$ cat config.mk
export PLATFORM = sky130hd
export DESIGN_NAME = interrupt_vector_ack
export DESIGN_NICKNAME = d
export VERILOG_FILES = /design/src/rtl/interrupt_pkg.sv /design/src/rtl/interrupt_vector_ack_bus_sync.sv /design/src/rtl/interrupt_vector_ack.sv
export SDC_FILE = /design/constraint.sdc
export NUM_CORES = 1
export LEC_CHECK = 0
export BUFFER_PORTS_ARGS = -buffer_cell sky130_fd_sc_hd__buf_4
export CAP_MARGIN = 5
export CORE_MARGIN = 3
export CORE_UTILIZATION = 50
export DETAILED_ROUTE_END_ITERATION = 10
export PLACE_DENSITY = 0.78
export SLEW_MARGIN = 20
export SYNTH_ARGS = -nofsm -noshare
export SYNTH_HDL_FRONTEND = slang
export SYNTH_HIERARCHICAL = 1
export SYNTH_SLANG_ARGS = --single-unit
$ cat constraint.sdc
create_clock -name fast_clock_i -period 1.6 [get_ports fast_clock_i]
set_input_delay 0.08 -clock fast_clock_i [delete_from_list [all_inputs] [get_ports fast_clock_i]]
set_output_delay 0.08 -clock fast_clock_i [all_outputs]
set_load 0.005 [all_outputs]
$ cat src/rtl/interrupt_pkg.sv
// -----------------------------------------------------------------------------
// interrupt_pkg
//   Shared types and helpers for the Z80 IM2 acknowledge stage.
//   - state_e      : FSM encoding IDLE/REQ/ACK/HOLD (2-bit)
//   - SPURIOUS_OFS : vector offset returned when no unmasked line is pending
//   - prio_enc8    : lowest-set-bit priority encoder, returns {valid, idx}
// -----------------------------------------------------------------------------
package interrupt_pkg;

   typedef enum logic [1:0] {
      IDLE = 2'd0,
      REQ  = 2'd1,
      ACK  = 2'd2,
      HOLD = 2'd3
   } state_e;

   localparam logic [7:0] SPURIOUS_OFS = 8'h10;

   typedef struct packed {
      logic       valid;
      logic [2:0] idx;
   } prio_t;

   // Bit 0 is the highest priority; scanning from the top down lets the
   // lowest set bit overwrite any earlier hit.
   function automatic prio_t prio_enc8(input logic [7:0] lines);
      prio_t res;
      res = '0;
      for (int i = 7; i >= 0; i--) begin
         if (lines[i]) begin
            res.valid = 1'b1;
            res.idx   = 3'(i);
         end
      end
      return res;
   endfunction

endpackage

$ cat src/rtl/interrupt_vector_ack_bus_sync.sv
// -----------------------------------------------------------------------------
// bus_sync
//   Multi-flop synchroniser for an asynchronous, active-low Z80 strobe.
//   Flops reset to 1 so a strobe reads as inactive while in reset.
//   clk   : destination clock
//   rst_n : asynchronous active-low reset
//   d     : asynchronous input
//   q     : synchronised output (STAGES cycles of latency)
// -----------------------------------------------------------------------------
module bus_sync #(
   parameter int unsigned STAGES = 2
) (
   input  logic clk,
   input  logic rst_n,
   input  logic d,
   output logic q
);

   logic [STAGES-1:0] sync_q;
   logic [STAGES-1:0] sync_d;

   always_comb begin
      sync_d = {sync_q[STAGES-2:0], d};
   end

   // NOTE: sequential state is updated with non-blocking assignments so every
   // flop samples the pre-edge value of its neighbour; blocking here would
   // collapse the chain into a single flop.
   always_ff @(posedge clk or negedge rst_n) begin
      if (!rst_n) begin
         sync_q <= '1;
      end else begin
         sync_q <= sync_d;
      end
   end

   assign q = sync_q[STAGES-1];

endmodule

$ cat src/rtl/interrupt_vector_ack.sv
// -----------------------------------------------------------------------------
// interrupt_vector_ack
//   Turns latched pending lines from interrupt_manager into a Z80 IM2 /INT
//   request, answers the M1+IORQ acknowledge with a priority-encoded vector,
//   and pulses ack_rd_o so the manager clears its latches.
//
//   fast_clock_i : system clock, all logic on posedge
//   n_reset_i    : asynchronous active-low reset (released synchronously)
//   pending_i    : latched lines from interrupt_manager
//   n_int_i      : manager's /INT (low = something pending)
//   mask_i       : 1 = line ignored for request and priority
//   n_m1_i       : Z80 /M1 (asynchronous)
//   n_iorq_i     : Z80 /IORQ (asynchronous)
//   n_int_o      : Z80 /INT request
//   vec_o        : IM2 vector byte
//   vec_oe_o     : drive vec_o onto the CPU data bus
//   ack_rd_o     : to manager rd_i; falling edge clears the latches
//   active_o     : one-hot line serviced by the last ack (0 = spurious)
//   snap_o       : pending_i captured at the last ack
// -----------------------------------------------------------------------------
module interrupt_vector_ack
   import interrupt_pkg::*;
#(
   parameter logic [7:0]  VECTOR_BASE = 8'h80,
   parameter int unsigned SYNC_STAGES = 2,
   parameter int unsigned HOLDOFF     = 4
) (
   input  logic       fast_clock_i,
   input  logic       n_reset_i,
   input  logic [7:0] pending_i,
   input  logic       n_int_i,
   input  logic [7:0] mask_i,
   input  logic       n_m1_i,
   input  logic       n_iorq_i,
   output logic       n_int_o,
   output logic [7:0] vec_o,
   output logic       vec_oe_o,
   output logic       ack_rd_o,
   output logic [7:0] active_o,
   output logic [7:0] snap_o
);

   localparam int unsigned CNT_W = (HOLDOFF > 1) ? $clog2(HOLDOFF) : 1;

   // --------------------------------------------------------------------------
   // Reset: asserted asynchronously, released on a clock edge so no flop sees
   // the release in the middle of a setup window.
   // --------------------------------------------------------------------------
   logic [1:0] rst_sync_q;
   logic [1:0] rst_sync_d;
   logic       rst_n;

   always_comb begin
      rst_sync_d = {rst_sync_q[0], 1'b1};
   end

   always_ff @(posedge fast_clock_i or negedge n_reset_i) begin
      if (!n_reset_i) begin
         rst_sync_q <= '0;
      end else begin
         rst_sync_q <= rst_sync_d;
      end
   end

   assign rst_n = rst_sync_q[1];

   // --------------------------------------------------------------------------
   // Z80 strobe synchronisers
   // --------------------------------------------------------------------------
   logic m1_s;
   logic iorq_s;
   logic ack_seen;

   bus_sync #(.STAGES(SYNC_STAGES)) u_sync_m1 (
      .clk   (fast_clock_i),
      .rst_n (rst_n),
      .d     (n_m1_i),
      .q     (m1_s)
   );

   bus_sync #(.STAGES(SYNC_STAGES)) u_sync_iorq (
      .clk   (fast_clock_i),
      .rst_n (rst_n),
      .d     (n_iorq_i),
      .q     (iorq_s)
   );

   assign ack_seen = !m1_s && !iorq_s;

   // --------------------------------------------------------------------------
   // Request qualification and priority
   // --------------------------------------------------------------------------
   logic [7:0] unmasked;
   logic       req;
   prio_t      prio;

   assign unmasked = pending_i & ~mask_i;
   assign req      = (|unmasked) && !n_int_i;
   assign prio     = prio_enc8(unmasked);

   // --------------------------------------------------------------------------
   // FSM, hold-off counter and capture registers
   // --------------------------------------------------------------------------
   state_e           state_q,  state_d;
   logic [CNT_W-1:0] cnt_q,    cnt_d;
   logic             n_int_q,  n_int_d;
   logic [7:0]       vec_q,    vec_d;
   logic             vec_oe_q, vec_oe_d;
   logic             ack_rd_q, ack_rd_d;
   logic [7:0]       active_q, active_d;
   logic [7:0]       snap_q,   snap_d;

   // NOTE: every signal written here is given its hold value first, so no path
   // through the case statement leaves one unassigned and infers a latch.
   always_comb begin
      state_d  = state_q;
      cnt_d    = cnt_q;
      n_int_d  = n_int_q;
      vec_d    = vec_q;
      vec_oe_d = vec_oe_q;
      ack_rd_d = ack_rd_q;
      active_d = active_q;
      snap_d   = snap_q;

      unique case (state_q)
         IDLE: begin
            n_int_d = 1'b1;
            if (req) begin
               state_d = REQ;
            end
         end

         REQ: begin
            // Acknowledge outranks withdrawal: once the CPU is in its ack cycle
            // it will read a vector no matter what, so it must get one.
            if (ack_seen) begin
               state_d  = ACK;
               n_int_d  = 1'b1;
               vec_oe_d = 1'b1;
               ack_rd_d = 1'b1;
               snap_d   = pending_i;
               if (prio.valid) begin
                  vec_d    = VECTOR_BASE | {4'b0000, prio.idx, 1'b0};
                  active_d = 8'(1) << prio.idx;
               end else begin
                  vec_d    = VECTOR_BASE | SPURIOUS_OFS;
                  active_d = '0;
               end
            end else if (!req) begin
               state_d = IDLE;
               n_int_d = 1'b1;
            end else begin
               n_int_d = 1'b0;
            end
         end

         ACK: begin
            if (iorq_s) begin
               state_d  = HOLD;
               vec_oe_d = 1'b0;
               ack_rd_d = 1'b0;
               cnt_d    = CNT_W'(HOLDOFF - 1);
            end
         end

         HOLD: begin
            // Gives the manager time to see the ack_rd_o edge and release its
            // latches before a stale n_int_i can re-trigger a request.
            n_int_d = 1'b1;
            if (cnt_q == '0) begin
               state_d = IDLE;
            end else begin
               cnt_d = cnt_q - 1'b1;
            end
         end

         default: begin
            state_d = IDLE;
         end
      endcase
   end

   always_ff @(posedge fast_clock_i or negedge rst_n) begin
      if (!rst_n) begin
         state_q  <= IDLE;
         cnt_q    <= '0;
         n_int_q  <= 1'b1;
         vec_q    <= '0;
         vec_oe_q <= 1'b0;
         ack_rd_q <= 1'b0;
         active_q <= '0;
         snap_q   <= '0;
      end else begin
         state_q  <= state_d;
         cnt_q    <= cnt_d;
         n_int_q  <= n_int_d;
         vec_q    <= vec_d;
         vec_oe_q <= vec_oe_d;
         ack_rd_q <= ack_rd_d;
         active_q <= active_d;
         snap_q   <= snap_d;
      end
   end

   assign n_int_o  = n_int_q;
   assign vec_o    = vec_q;
   assign vec_oe_o = vec_oe_q;
   assign ack_rd_o = ack_rd_q;
   assign active_o = active_q;
   assign snap_o   = snap_q;

endmodule

Yosys cells after proc, flatten, opt, wreduce, memory -nomap -nowiden
Index checks and enable logic that the tools add are counted.
{"block": "word_totals", "elab_cells": 63, "ff_bits": 36, "input_bits": 21, "output_inout_bits": 27}
{"block": "classes", "n_reduce_logical": 16, "bitwise_logic": 2, "mux": 24, "n_addsub": 1, "shift": 1, "eq_ne": 9}
{"op": "two-way mux 4 bit", "count": 8}
{"op": "two-way mux 2 bit", "count": 6}
{"op": "bitwise AND 8 bit", "count": 1}
{"op": "two-way mux 8 bit", "count": 1}
{"op": "!= test 2 bit, second input constant", "count": 4}
{"op": "NOT 8 bit", "count": 1}
{"op": "one-hot mux 2 bit (4 select lines)", "count": 1}
{"op": "OR reduction 8 bit", "count": 1}
{"op": "<< shifter 1 x 3 -> 8 bit, first input constant", "count": 1}
{"op": "AND reduction 3 bit", "count": 2}
{"op": "nonzero test 2 bit", "count": 3}
{"op": "two-way mux 5 bit", "count": 1}
{"op": "== test 2 bit, second input constant", "count": 2}
{"op": "zero test 2 bit", "count": 2}
{"op": "two-way mux 1 bit", "count": 4}
{"op": "one-hot mux 1 bit (2 select lines)", "count": 2}
{"op": "one-hot mux 2 bit (2 select lines)", "count": 1}
{"op": "AND reduction 4 bit", "count": 1}
{"op": "zero test 1 bit", "count": 3}
{"op": "!= test 3 bit, second input constant", "count": 1}
{"op": "== test 2 x 1 -> 1 bit, second input constant", "count": 1}
{"op": "logical AND 1 bit", "count": 2}
{"op": "!= test 2 x 1 -> 1 bit, second input constant", "count": 1}
{"op": "AND reduction 2 bit", "count": 1}
{"op": "2 further kinds", "count": 2}

Depth between registers and ports, before layout
{"block": "depth", "word_depth": 12, "depth_mapped": 6, "mapped_depth_nobuf": 6}

Hierarchy
The synthesis kept the hierarchy.
{"module": "interrupt_vector_ack", "seq_area_each_um2": 726.9, "instances": 1, "cells_each": 136, "area_per_inst_um2": 1501.4}
{"module": "bus_sync", "seq_area_each_um2": 52.6, "instances": 2, "cells_each": 2, "area_per_inst_um2": 52.6}

Least setup slack after synthesis
OpenSTA, ideal clock, no wires.
{"block": "synth_path", "path_type": "reg-to-reg", "from": "register state_q[0]", "to": "register with a tool-made name", "path_slack_ns": -0.057, "path_stages_with_launch": 7, "setup_time_ns": 0.079, "arrival_ns": 1.578, "n_path_buf": 0, "required_ns": 1.521, "period_less_slack_ns": 1.657, "cell_sequence": "dfrtp_1 -> inv_1 -> ha_1 -> nor2b_1 -> or3_1 -> a211oi_1 -> mux2i_1"}
{"item": "from (decl)", "line": "interrupt_vector_ack.sv:104", "source": "state_e state_q, state_d;"}
{"item": "from (signal assigned)", "line": "interrupt_vector_ack.sv:194", "source": "state_q <= state_d;"}

==> results.yml <==
global_routing:
  grt_pass1_vias: 1269
  gr-usage-all-layers: 0.1948
  grt_first_pass_wirelength_microns: 5920
  met1_usage: 0.2409
  overflow: 0
  grt_antenna_before_repair: 0
  top_usage_layer: "met2"
  use_met3: 0.05755
  grt_use_met2: 0.3076
  grt_start_max_net_pins: 35
timing:
  finClkSkew_ns: 0.01869
  tightestPinTransition_ns: 0.5778
  finalCritPeriodShare: 1.052
  hold_viol: 0
  timing.slew.headroom: 0.6140
  finalCriticalPeriod_ns: 1.683
  setup_violations: 2
  worst_slack_ns: -0.08307
  rsz0062_at_grt: "true"
  clock.fmax_mhz: 594.2
  slew_viol_final: 0
  whs_ns: 0.06480
critical_path:
  endpoint_kind: "register"
  crit_path_max_incr_delay_ns: 0.44
  crit_required_ns: 1.87
  path_delay_family: "simple AND/OR/NAND/NOR gates"
  cp-start-kind: "register"
  crit_fanout: 3
  path_cells: "inv_2 > ha_4 > nor2b_4 > or3_4 > a211oi_2 > mux2i_1"
  crit_slowest_cell: "dfrtp_1"
  worst-path-buf-inv: 1
  arrival_ns: 1.95
  critical_path_class: "reg2reg"
clock_network:
  clockBufferDepth: 2
  htreeDepth: 2
  numClockSinks: 33
  clockRootBuffer: "clkbuf_4"
  cts_tree: "yes"
  clk_latency_ns: 0.34
  cts_buffers: 5
  path_clk_slew_ns: 0.12
route:
  antenna_left: 0
  drc: 0
  routed_wl_microns: 3982
  via_count: 1328
  drt_iter0_drc: 54
  viasPerCell: 5.312
  firstDrtPassIters: 4
  wl_per_cell_microns: 15.93
synth:
  ys.flop_type: "dfrtp_1"
  avgSynthCellArea_sq_um: 11.48
  synth_top_cell_area_share: 0.4361
  yosysUniqueCellTypes: 39
  synth-edff-count: 0
  synthesis.area_sq_um: 1607
  synth_most_common_cell: "dfrtp_1"
  yosysSeqAreaShare: 0.5179
  synthTopCellsByArea: "dfrtp_1, dfstp_2, mux2_2, ha_1, nor2b_4"
  synth_top_area_cell: "dfrtp_1"
  synth_common_cells: "dfrtp_1, nand2_1, nor2_1, mux2_2"
  ys_async_sr_fraction: 1.000
  yosys_warnings: 6
  ys_seq_elements: 33
  syn_inst: 140
layout:
  regArea_sq_um: 832.0
  fin_nets: 234
  drive_gt1_frac: 0.4663
  design_area_sq_um: 2326
  fillCellCount: 186
  multi_input_area_sq_um: 784.5
  syn_to_final_growth_pct: 44.78
  diodes: 0
  fin_cells: 250
  fin_util: 0.8020
floorplanning:
  die_x_microns: 62.69
  fp-row-count: 19
  ios: 48
  coreArea_sq_um: 2900
  die_h_microns: 62.69
  fp.dieArea_sq_um: 3929
  start_util: 0.5539
placement:
  placed_cells: 229
  place_area_sq_um: 2033
  io_buffers: 44
  place_congestion: 1.008
  hpwl_microns: 2615
outcome:
  status: "finished, violations left"
  violations: "negative setup slack"
hold_path:
  hold_path_class: "in2async"
power:
  p_per_area_nw_per_um2: 1432
  vdd_drop_max_mv: 1.141
  power.leakage_nw: 1.093
job:
  max_cap_viol_count: 0
==> what timing repair did <==
item                                    in CTS  in global routing
endpoints found under the setup margin       2                 14
endpoints found under the hold margin        9                  3
gates resized for setup                      2                 11
setup buffers                                1                  0
hold buffers                                 8                  3
pin swaps                                    1                  2
gates cloned                                 0                  1
==> cells in the final DEF (no fill, tap or decap), drive strengths merged, types with 2 or more instances in the layout <==
cell type	instances
a21oi	6
a22o	3
and2b	3
buf	53
clkbuf	8
conb	4
dfrtp	28
dfstp	5
dlygate4sd3	11
ha	6
inv	7
mux2	9
nand2	13
nand2b	2
nor2	10
nor2b	7
nor4	3
o21ai	7
o21bai	2
o31ai	3
o41ai	2
==> state kept, by name, summed over array words and instances, names as in the netlist, named ones only <==
name / count
n_int_o: 1
vec_o: 5
ack_rd_o: 1
rst_sync_q: 2
u_sync_m1/sync_q: 2
state_q: 1
u_sync_iorq/sync_q: 2
snap_o: 8
cnt_q: 2
active_o: 8
==> cell type report <==
class / count / area share
inverters: 7 / 0.01130
clock inverters: 1 / 0.01291
clock buffers: 7 / 0.02367
multi-input cells: 95 / 0.3373
repair buffers: 65 / 0.2345
flip-flops and latches: 33 / 0.3577
well taps: 42 / 0.02259
==> cells by family (layout without fill, tap and decap cells) <==
| group | after synthesis | count (layout) | synth area share |
|---|---|---|---|
| AO/OA/AOI/OAI | 31 | 31 | 0.1394 |
| adder cells (fa/ha/maj) | 6 | 6 | 0.04673 |
| buffers and inverters | 14 | 80 | 0.04206 |
| flip-flops | 33 | 33 | 0.5179 |
| multiplexers | 10 | 10 | 0.06932 |
| other | 2 | 4 | 0.004675 |
| AND/OR/NAND/NOR | 44 | 44 | 0.1799 |
==> stage by stage <==
step / TNS, ns / power [mW] / worst slack (ns)
global placement: 0 / 2.441 / 0.03293
detailed placement: -0.1125 / 2.517 / -0.07045
finish: -0.1237 / 3.332 / -0.08307
CTS: 0 / 3.210 / 0.003224
floorplan: -0.01551 / 1.908 / -0.01551
global route: -0.2877 / 3.535 / -0.1776
==> where the power goes <==
part           total (mW)  internal, mW  switching (mW)
clock               0.659         0.373           0.286
sequential           1.30          1.12           0.184
combinational        1.37         0.793           0.577
==> worst paths after layout <==
kind / start / slack, ns / end / cells past startpoint
max in group asynchronous: rst_sync_q[1]$_DFF_PN0_ / 1.02 / n_int_o$_DFFE_PN1P_ / 1
min in group fast_clock_i: mask_i[1] / 0.08 / active_o[1]$_DFFE_PN0P_ / 4
worst min register to register: rst_sync_q[1]$_DFF_PN0_ / 0.09 / ack_rd_o$_DFFE_PN0P_ / 0
worst max-delay path: state_q[0]$_DFFE_PN0P_ / -0.08 / register / 6
worst min-delay path: n_reset_i / 0.06 / rst_sync_q[0]$_DFF_PN0_ / 2
worst max register to register: state_q[0]$_DFFE_PN0P_ / -0.08 / register / 6
==> routing by layer <==
metal / share of wire / wire length [microns]
met1: 0.41 / 1622
met2: 0.51 / 2038
met3: 0.064 / 256
met4: 0.016 / 64
met5: 0 / 0
No activity file was read; power rests on OpenSTA's default activity.
